## src/rtl/saph_fpu_arbiter.sv

```systemverilog
// Round-robin share of one in-order FPU among GPUS requesters; issue and result routing are zero-latency combinational.
// Backpressure: req_ready drops when fpu_d_ready=0 or DEPTH tags are outstanding without a same-cycle result.
module saph_fpu_arbiter #(
    parameter int GPUS  = 2,
    parameter int DEPTH = 4
) (
    input  logic               clk,
    input  logic               rst,
    input  logic [GPUS-1:0]    req_valid,
    output logic [GPUS-1:0]    req_ready,
    input  logic [GPUS*32-1:0] req_lhs,
    input  logic [GPUS*32-1:0] req_rhs,
    input  logic [GPUS*2-1:0]  req_mode,
    output logic [GPUS-1:0]    res_valid,
    output logic [31:0]        res_data,
    output logic               fpu_d_trig,
    input  logic               fpu_d_ready,
    output logic [31:0]        fpu_d_lhs,
    output logic [31:0]        fpu_d_rhs,
    output logic [1:0]         fpu_d_mode,
    input  logic               fpu_q_trig,
    input  logic [31:0]        fpu_q_res,
    output logic               busy,
    output logic               err_orphan
);
    localparam int PW = (GPUS > 1) ? $clog2(GPUS) : 1;
    localparam int AW = $clog2(DEPTH);
    localparam int CW = AW + 1;

    logic [PW-1:0] ptr_q, ptr_d;
    logic [AW-1:0] wr_ptr_q, wr_ptr_d;
    logic [AW-1:0] rd_ptr_q, rd_ptr_d;
    logic [CW-1:0] count_q, count_d;
    logic          busy_q, busy_d;
    logic          err_orphan_q, err_orphan_d;
    logic [PW-1:0] tag_mem_q [DEPTH];

    logic [PW-1:0] grant_idx;
    logic [PW-1:0] cand;
    logic [PW-1:0] head_tag;
    logic          grant_any;
    logic          can_issue;
    logic          push;
    logic          pop;

    // Scan from the farthest offset to the nearest so the nearest valid requester wins.
    always_comb begin
        grant_any = 1'b0;
        grant_idx = '0;
        cand      = '0;
        for (int k = GPUS - 1; k >= 0; k--) begin
            cand = PW'((int'(ptr_q) + k) % GPUS);
            if (req_valid[cand]) begin
                grant_any = 1'b1;
                grant_idx = cand;
            end
        end
    end

    always_comb begin
        can_issue = !rst && fpu_d_ready && ((count_q < CW'(DEPTH)) || fpu_q_trig);
        push      = can_issue && grant_any;
        pop       = !rst && fpu_q_trig && (count_q != '0);
        head_tag  = tag_mem_q[rd_ptr_q];

        req_ready  = '0;
        res_valid  = '0;
        fpu_d_lhs  = '0;
        fpu_d_rhs  = '0;
        fpu_d_mode = '0;
        for (int i = 0; i < GPUS; i++) begin
            if (push && grant_idx == PW'(i)) begin
                req_ready[i] = 1'b1;
                fpu_d_lhs    = req_lhs[i*32 +: 32];
                fpu_d_rhs    = req_rhs[i*32 +: 32];
                fpu_d_mode   = req_mode[i*2 +: 2];
            end
            if (pop && head_tag == PW'(i)) begin
                res_valid[i] = 1'b1;
            end
        end
        fpu_d_trig = push;
        res_data   = fpu_q_res;

        ptr_d    = ptr_q;
        wr_ptr_d = wr_ptr_q;
        rd_ptr_d = rd_ptr_q;
        count_d  = count_q;
        if (push) begin
            ptr_d    = (grant_idx == PW'(GPUS - 1)) ? '0 : grant_idx + PW'(1);
            wr_ptr_d = wr_ptr_q + AW'(1);
        end
        if (pop) begin
            rd_ptr_d = rd_ptr_q + AW'(1);
        end
        // Simultaneous push and pop leave the occupancy unchanged, including when full.
        if (push && !pop) begin
            count_d = count_q + CW'(1);
        end else if (pop && !push) begin
            count_d = count_q - CW'(1);
        end

        busy_d       = (count_d != '0);
        err_orphan_d = err_orphan_q || (!rst && fpu_q_trig && count_q == '0);

        busy       = busy_q && !rst;
        err_orphan = err_orphan_q;
    end

    always_ff @(posedge clk) begin
        if (rst) begin
            ptr_q        <= '0;
            wr_ptr_q     <= '0;
            rd_ptr_q     <= '0;
            count_q      <= '0;
            busy_q       <= 1'b0;
            err_orphan_q <= 1'b0;
        end else begin
            ptr_q        <= ptr_d;
            wr_ptr_q     <= wr_ptr_d;
            rd_ptr_q     <= rd_ptr_d;
            count_q      <= count_d;
            busy_q       <= busy_d;
            err_orphan_q <= err_orphan_d;
        end
    end

    // Tag storage needs no reset: entries are only read once written.
    always_ff @(posedge clk) begin
        if (push) begin
            tag_mem_q[wr_ptr_q] <= grant_idx;
        end
    end
endmodule

```

## config.mk

```make
export PLATFORM = sky130hd
export DESIGN_NAME = saph_fpu_arbiter
export DESIGN_NICKNAME = d
export VERILOG_FILES = /design/src/rtl/saph_fpu_arbiter.sv
export SDC_FILE = /design/constraint.sdc
export NUM_CORES = 1
export LEC_CHECK = 0
export BUFFER_PORTS_ARGS = -buffer_cell sky130_fd_sc_hd__buf_2
export CAP_MARGIN = 0
export CORE_AREA = 2 2 108 110
export CTS_CLUSTER_DIAMETER = 80
export DETAILED_ROUTE_END_ITERATION = 10
export DIE_AREA = 0 0 110 112
export GPL_TIMING_DRIVEN = 1
export PLACE_DENSITY = 0.59
export SYNTH_ARGS = -nofsm -noshare
export SYNTH_HDL_FRONTEND = slang
export SYNTH_SLANG_ARGS = --single-unit
```

## constraint.sdc

```tcl
create_clock -name clk -period 2.1 [get_ports clk]
set_input_delay 0 -clock clk [delete_from_list [all_inputs] [get_ports clk]]
set_output_delay 0 -clock clk [all_outputs]
set_load 0.05 [all_outputs]
```

After elaboration in Yosys (flattened, before gate mapping)
Memory sizes are Yosys's and may differ from the RTL's. A register that Yosys moved wholly into a read port is not among the register bits.
Index checks and enable logic that the tools add are counted.
{"block": "totals", "reg_bits": 10, "mem_bits_rw": 4, "in_bits": 170, "out_inout_bits": 105, "elab_cells": 64, "n_memories": 1}
{"block": "op_classes", "n_addsub": 6, "order_cmp": 3, "n_mux": 25, "n_bitwise": 2, "n_reduce_logical": 21}
{"name": "tag_mem_q", "words": 4, "word_bits": 1, "rd": 1, "rd_clocked_by_memory_dff": 1, "write_ports": 1, "line": "36", "rtl": "logic [PW-1:0] tag_mem_q [DEPTH];"}
{"op": "2-to-1 mux 32 bit", "n": 4}
{"op": "2-to-1 mux 1 bit", "n": 15}
{"op": "logical AND 1 bit", "n": 13}
{"op": "2-to-1 mux 2 bit", "n": 4}
{"op": "2-to-1 mux 3 bit", "n": 2}
{"op": "nonzero test 3 bit", "n": 2}
{"op": "adder 2 x 1 -> 2 bit (second input constant)", "n": 2}
{"op": "< comparator 1 x 2 -> 1 bit (second input constant)", "n": 2}
{"op": "adder 3 x 1 -> 3 bit (second input constant)", "n": 1}
{"op": "logical NOT 1 bit", "n": 3}
{"op": "logical NOT 3 bit", "n": 1}
{"op": "< comparator 3 bit (second input constant)", "n": 1}
{"op": "subtractor 3 x 1 -> 3 bit (second input constant)", "n": 1}
{"op": "adder 1 bit (second input constant)", "n": 2}
{"op": "logical OR 1 bit", "n": 2}
{"op": "NOT 1 bit", "n": 2}

Depth between registers and ports, before layout
{"block": "logic_depth", "word_depth": 11, "mapped_depth": 7, "depth_no_buf": 7}

Least setup slack after synthesis
No wires, ideal clock.
{"block": "synth_timing", "path_type": "register to output", "startpoint": "register count_q[2]", "endpoint": "output fpu_d_lhs[12]", "arrival_time_ps": 2132, "required_time_ps": 2100, "path_slack_ps": -32, "path_stages_with_launch": 7, "n_path_buf": 3, "path_cell_list": "dfxtp_1 > nor2b_1 > or3_1 > buf_6 > clkbuf_1 > buf_1 > a21oi_1"}
{"block": "synth_via", "elab_chain_cells": 7, "word_cells_on_any_way": 8, "classes_between": "order compare: 1; mux: 2; reduce/logical: 5"}
{"item": "from (decl)", "line": "33", "rtl": "logic [CW-1:0] count_q, count_d;"}
{"item": "from (signal assigned)", "line": "122", "rtl": "count_q <= count_d;"}
{"item": "< comparator 3 bit *", "line": "61", "rtl": "can_issue = !rst && fpu_d_ready && ((count_q < CW'(DEPTH)) || fpu_q_trig);"}
{"item": "logical OR 1 bit *", "line": "61"}
{"item": "logical AND 1 bit *", "line": "61"}
{"item": "logical AND 1 bit *", "line": "62", "rtl": "push = can_issue && grant_any;"}
{"item": "logical AND 1 bit", "line": "72", "rtl": "if (push && grant_idx == PW'(i)) begin"}
{"item": "2-to-1 mux 32 bit", "line": "72"}
{"item": "2-to-1 mux 32 bit *", "line": "72"}
{"item": "to (decl)", "line": "18", "rtl": "output logic [31:0] fpu_d_lhs,"}
Mark *: on every way between the ends. The rest lies on a longest branch, timed or not.

Final worst setup path
{"block": "layout_timing", "startpoint": "register count_q[2]", "endpoint": "output fpu_d_lhs[10]"}
The elaborated chain is that of the path after synthesis.

==> run_results.csv <==
group,metric,value,unit
status,outcome,"completed",
detailed_routing,drt-initial-drc-count,131,
run,maxCapViolations,0,
pwr,power_frac_comb,54.6,%
logic_synthesis,syn-instance-count,334,
sta,rsz0062_at_grt,"no",
logic_synthesis,syn_area,0.001971,sq mm
logic_synthesis,ys_seq_elements,16,
detailed_routing,wl,7779,microns
worst_setup_path,r2r_cells,6,
worst_setup_path,critPathKind,"reg -> out",
sta,final.period_utilization,96.07,%
worst_setup_path,startpoint_type,"flip-flop",
min_path,hold_path_startpoint,"fpu_q_res[19]",
finish,diodes,0,
floorplan,dieArea,0.01232,sq mm
worst_setup_path,worstPathRequired,2.10,ns
min_path,hp-class,"in -> out",
pwr,p_leak,1.737,nW
logic_synthesis,syn_nets,511,
worst_setup_path,worstPathArrival,2.02,ns
clocking,numClockSinks,16,
clocking,cts_max_level,1,
floorplan,row_count,39,
pwr,ir_worst_vdd,0.2518,mV
pwr,pwr-share-clk,22.2,%
clocking,cts_tree,"done",
sta,drv_slew,0,
clocking,clk_path_buf_depth,2,
floorplan,die_w,110,microns
logic_synthesis,yosysSeqAreaShare,18.29,%
clocking,clock_latency,0.25,ns
sta,min_period,2.017,ns
sta,worst_pin_slew,0.3882,ns
global_route,grt_usage,11.22,%
pwr,seqPwrFrac,23.3,%
global_route,antenna_found_initial,0,
worst_setup_path,r2r-end,"busy_q$_SDFF_PP0_",
min_path,hold_depth,0,
finish,syn2layout_area_growth,54.41,%
sta,setup_viol,0,
pwr,power_density,556.8,mW/mm^2
clocking,cts-root-buf,"clkbuf_16",
finish,final_common_cell,"buf_2",
sta,clock_skew,0.001154,ns
clocking,clk_pin_slew,0.05,ns
floorplan,core-area,0.01117,sq mm
global_route,gr-total-overflow,0,
global_route,grt_max_degree,44,
worst_setup_path,end_kind,"output port",
placement,hpwl,6201,microns
worst_setup_path,reg2reg_slack,0.27,ns
logic_synthesis,synthFlopType,"dfxtp_1",
detailed_routing,via_count,2659,
sta,maxSlewHeadroom,74.12,%
detailed_routing,wl_per_cell,12.12,microns
global_route,grt_pass1_vias,2355,
placement,finalWeightedCongestion,0.7822,
global_route,grt_pass1_wl,10990,microns
sta,hold_viol_final,0,
finish,drive_above_1_share,45.49,%
finish,fillCellCount,1249,
clocking,numCtsBuffers,3,
pwr,switching_share,44.37,%
floorplan,pin_count,275,
detailed_routing,dr.pass1.iters,4,
logic_synthesis,syn_area_per_cell,5.900,sq um
floorplan,start_util,17.64,%
logic_synthesis,synth_edf_count,4,
pwr,power,0.001694,W
min_path,hold_end,"res_data[19]",
detailed_routing,final_antenna_net_count,0,
pwr,p_int,0.0009425,W
logic_synthesis,yosys_warnings,0,
worst_setup_path,timing.rr.start,"count_q[2]$_SDFF_PP0_",
finish,final_cell_mix,"207 x buf_2, 135 x nand2_1, 67 x a21oi_1, 12 x dfxtp_1, 10 x nor2_1",
logic_synthesis,async_reset_ff_share,0,%
pwr,switching_power,0.0007517,W
sta,whs,0.00001932,ns
detailed_routing,post-route-drc-count,0,
sta,timing.fmax,495.7,MHz
worst_setup_path,worstPathMaxFanout,43,
clocking,cts_hold_buf,0,
floorplan,die_y,112,microns
placement,port-buffer-count,210,
detailed_routing,routed_via_density,4.142,
finish,fin_nets,677,
logic_synthesis,yosysUniqueCellTypes,34,
## cells by family after synthesis
group | after synthesis | synth area share (%)
flops | 16 | 18.29
fa+ha+maj | 8 | 5.016
mux | 1 | 1.143
compound gates | 78 | 21.02
xor+xnor | 5 | 2.921
buf+inv | 66 | 19.30
simple gates | 160 | 32.32
## power by group through the flow
stage / Clock (W) / Combinational [W] / Sequential [W]
floorplan: 0 / 0.000787 / 0.000408
global placement: 0 / 0.000924 / 0.000400
detailed placement: 0 / 0.000923 / 0.000401
CTS: 0.000380 / 0.000932 / 0.000396
global route: 0.000392 / 0.00102 / 0.000399
finish: 0.000375 / 0.000925 / 0.000394
## layer usage
layer | share of wire [%] | GRT usage [%] | routed length (microns) | up-vias
met5 | 0 | 0 | 0 | -
met4 | 0.48 | 1.266 | 37 | 0
met3 | 11 | 2.576 | 893 | 5
met2 | 50 | 22.00 | 3901 | 184
met1 | 38 | 12.24 | 2947 | 1103
li1 | - | - | - | 1367
## what timing repair did
item | 4_1_cts | 5_1_grt
resized for setup | 2 | 3
gates cloned | 0 | 0
pin swaps | 0 | 0
endpoints found under the setup margin | 2 | 1
setup buffers | 0 | 0
## per-stage QoR
stage / TNS (ns) / worst slack (ns) / instances / area, sq um / util, %
CTS: 0 / 0.01908 / 642 / 3033 / 27.14
finish: 0 / 0.08260 / 642 / 3043 / 27.23
detailed placement: 0 / 0.2366 / 638 / 2949 / 26.39
floorplan: -0.3239 / -0.03239 / 334 / 1971 / -
global placement: 0 / 0.2270 / 638 / 2949 / 26.39
global route: 0 / 0.03972 / 642 / 3043 / 27.23
## how the worst max path moves through the flow
| stage | startpoint | end | slack (ns) | depth (start not counted) |
|---|---|---|---|---|
| 3_5_place_dp | count_q[2]$_SDFF_PP0_ | fpu_d_lhs[31] | 0.24 | 5 |
| 6_report | count_q[2]$_SDFF_PP0_ | fpu_d_lhs[10] | 0.08 | 5 |
| 3_3_place_gp | count_q[2]$_SDFF_PP0_ | fpu_d_lhs[31] | 0.23 | 5 |
| 4_1_cts | count_q[2]$_SDFF_PP0_ | fpu_d_lhs[31] | 0.02 | 5 |
| 5_1_grt | count_q[2]$_SDFF_PP0_ | fpu_d_lhs[19] | 0.04 | 5 |
| 2_1_floorplan | count_q[2]$_SDFF_PP0_ | fpu_d_lhs[12] | -0.03 | 6 |
## area by class of cell
class,instances,area [sq um],area share (%)
Tap cell,143,178.9,5.880
Clock inverter,1,3.754,0.1234
Clock buffer,3,75.07,2.467
Timing Repair Buffer,216,1132,37.21
Inverter,11,46.29,1.521
Sequential cell,16,360.3,11.84
Multi-Input combinational cell,252,1246,40.95
## cells in the mapped netlist, drive strengths merged (2+ instances only)
| master | n | area share, % |
|---|---|---|
| clkbuf | 18 | 3.4 |
| a21oi | 68 | 17 |
| nand2 | 135 | 26 |
| edfxtp | 4 | 6.1 |
| ha | 7 | 4.4 |
| o21ai | 2 | 0.51 |
| nor2 | 11 | 2.2 |
| inv | 10 | 1.9 |
| nor2b | 3 | 0.95 |
| buf | 37 | 14 |
| xor2 | 2 | 0.89 |
| dfxtp | 12 | 12 |
| and2 | 6 | 1.9 |
| xnor2 | 2 | 0.89 |
| nand2b | 3 | 0.95 |
## worst max-delay path: stages (launching register included)
cell	delay (ns)
dfxtp_1	0.33
nor2b_1	0.14
or3_2	0.58
buf_12	0.21
a21oi_1	0.18
buf_2	0.29
(Power assumes the default switching activity.)
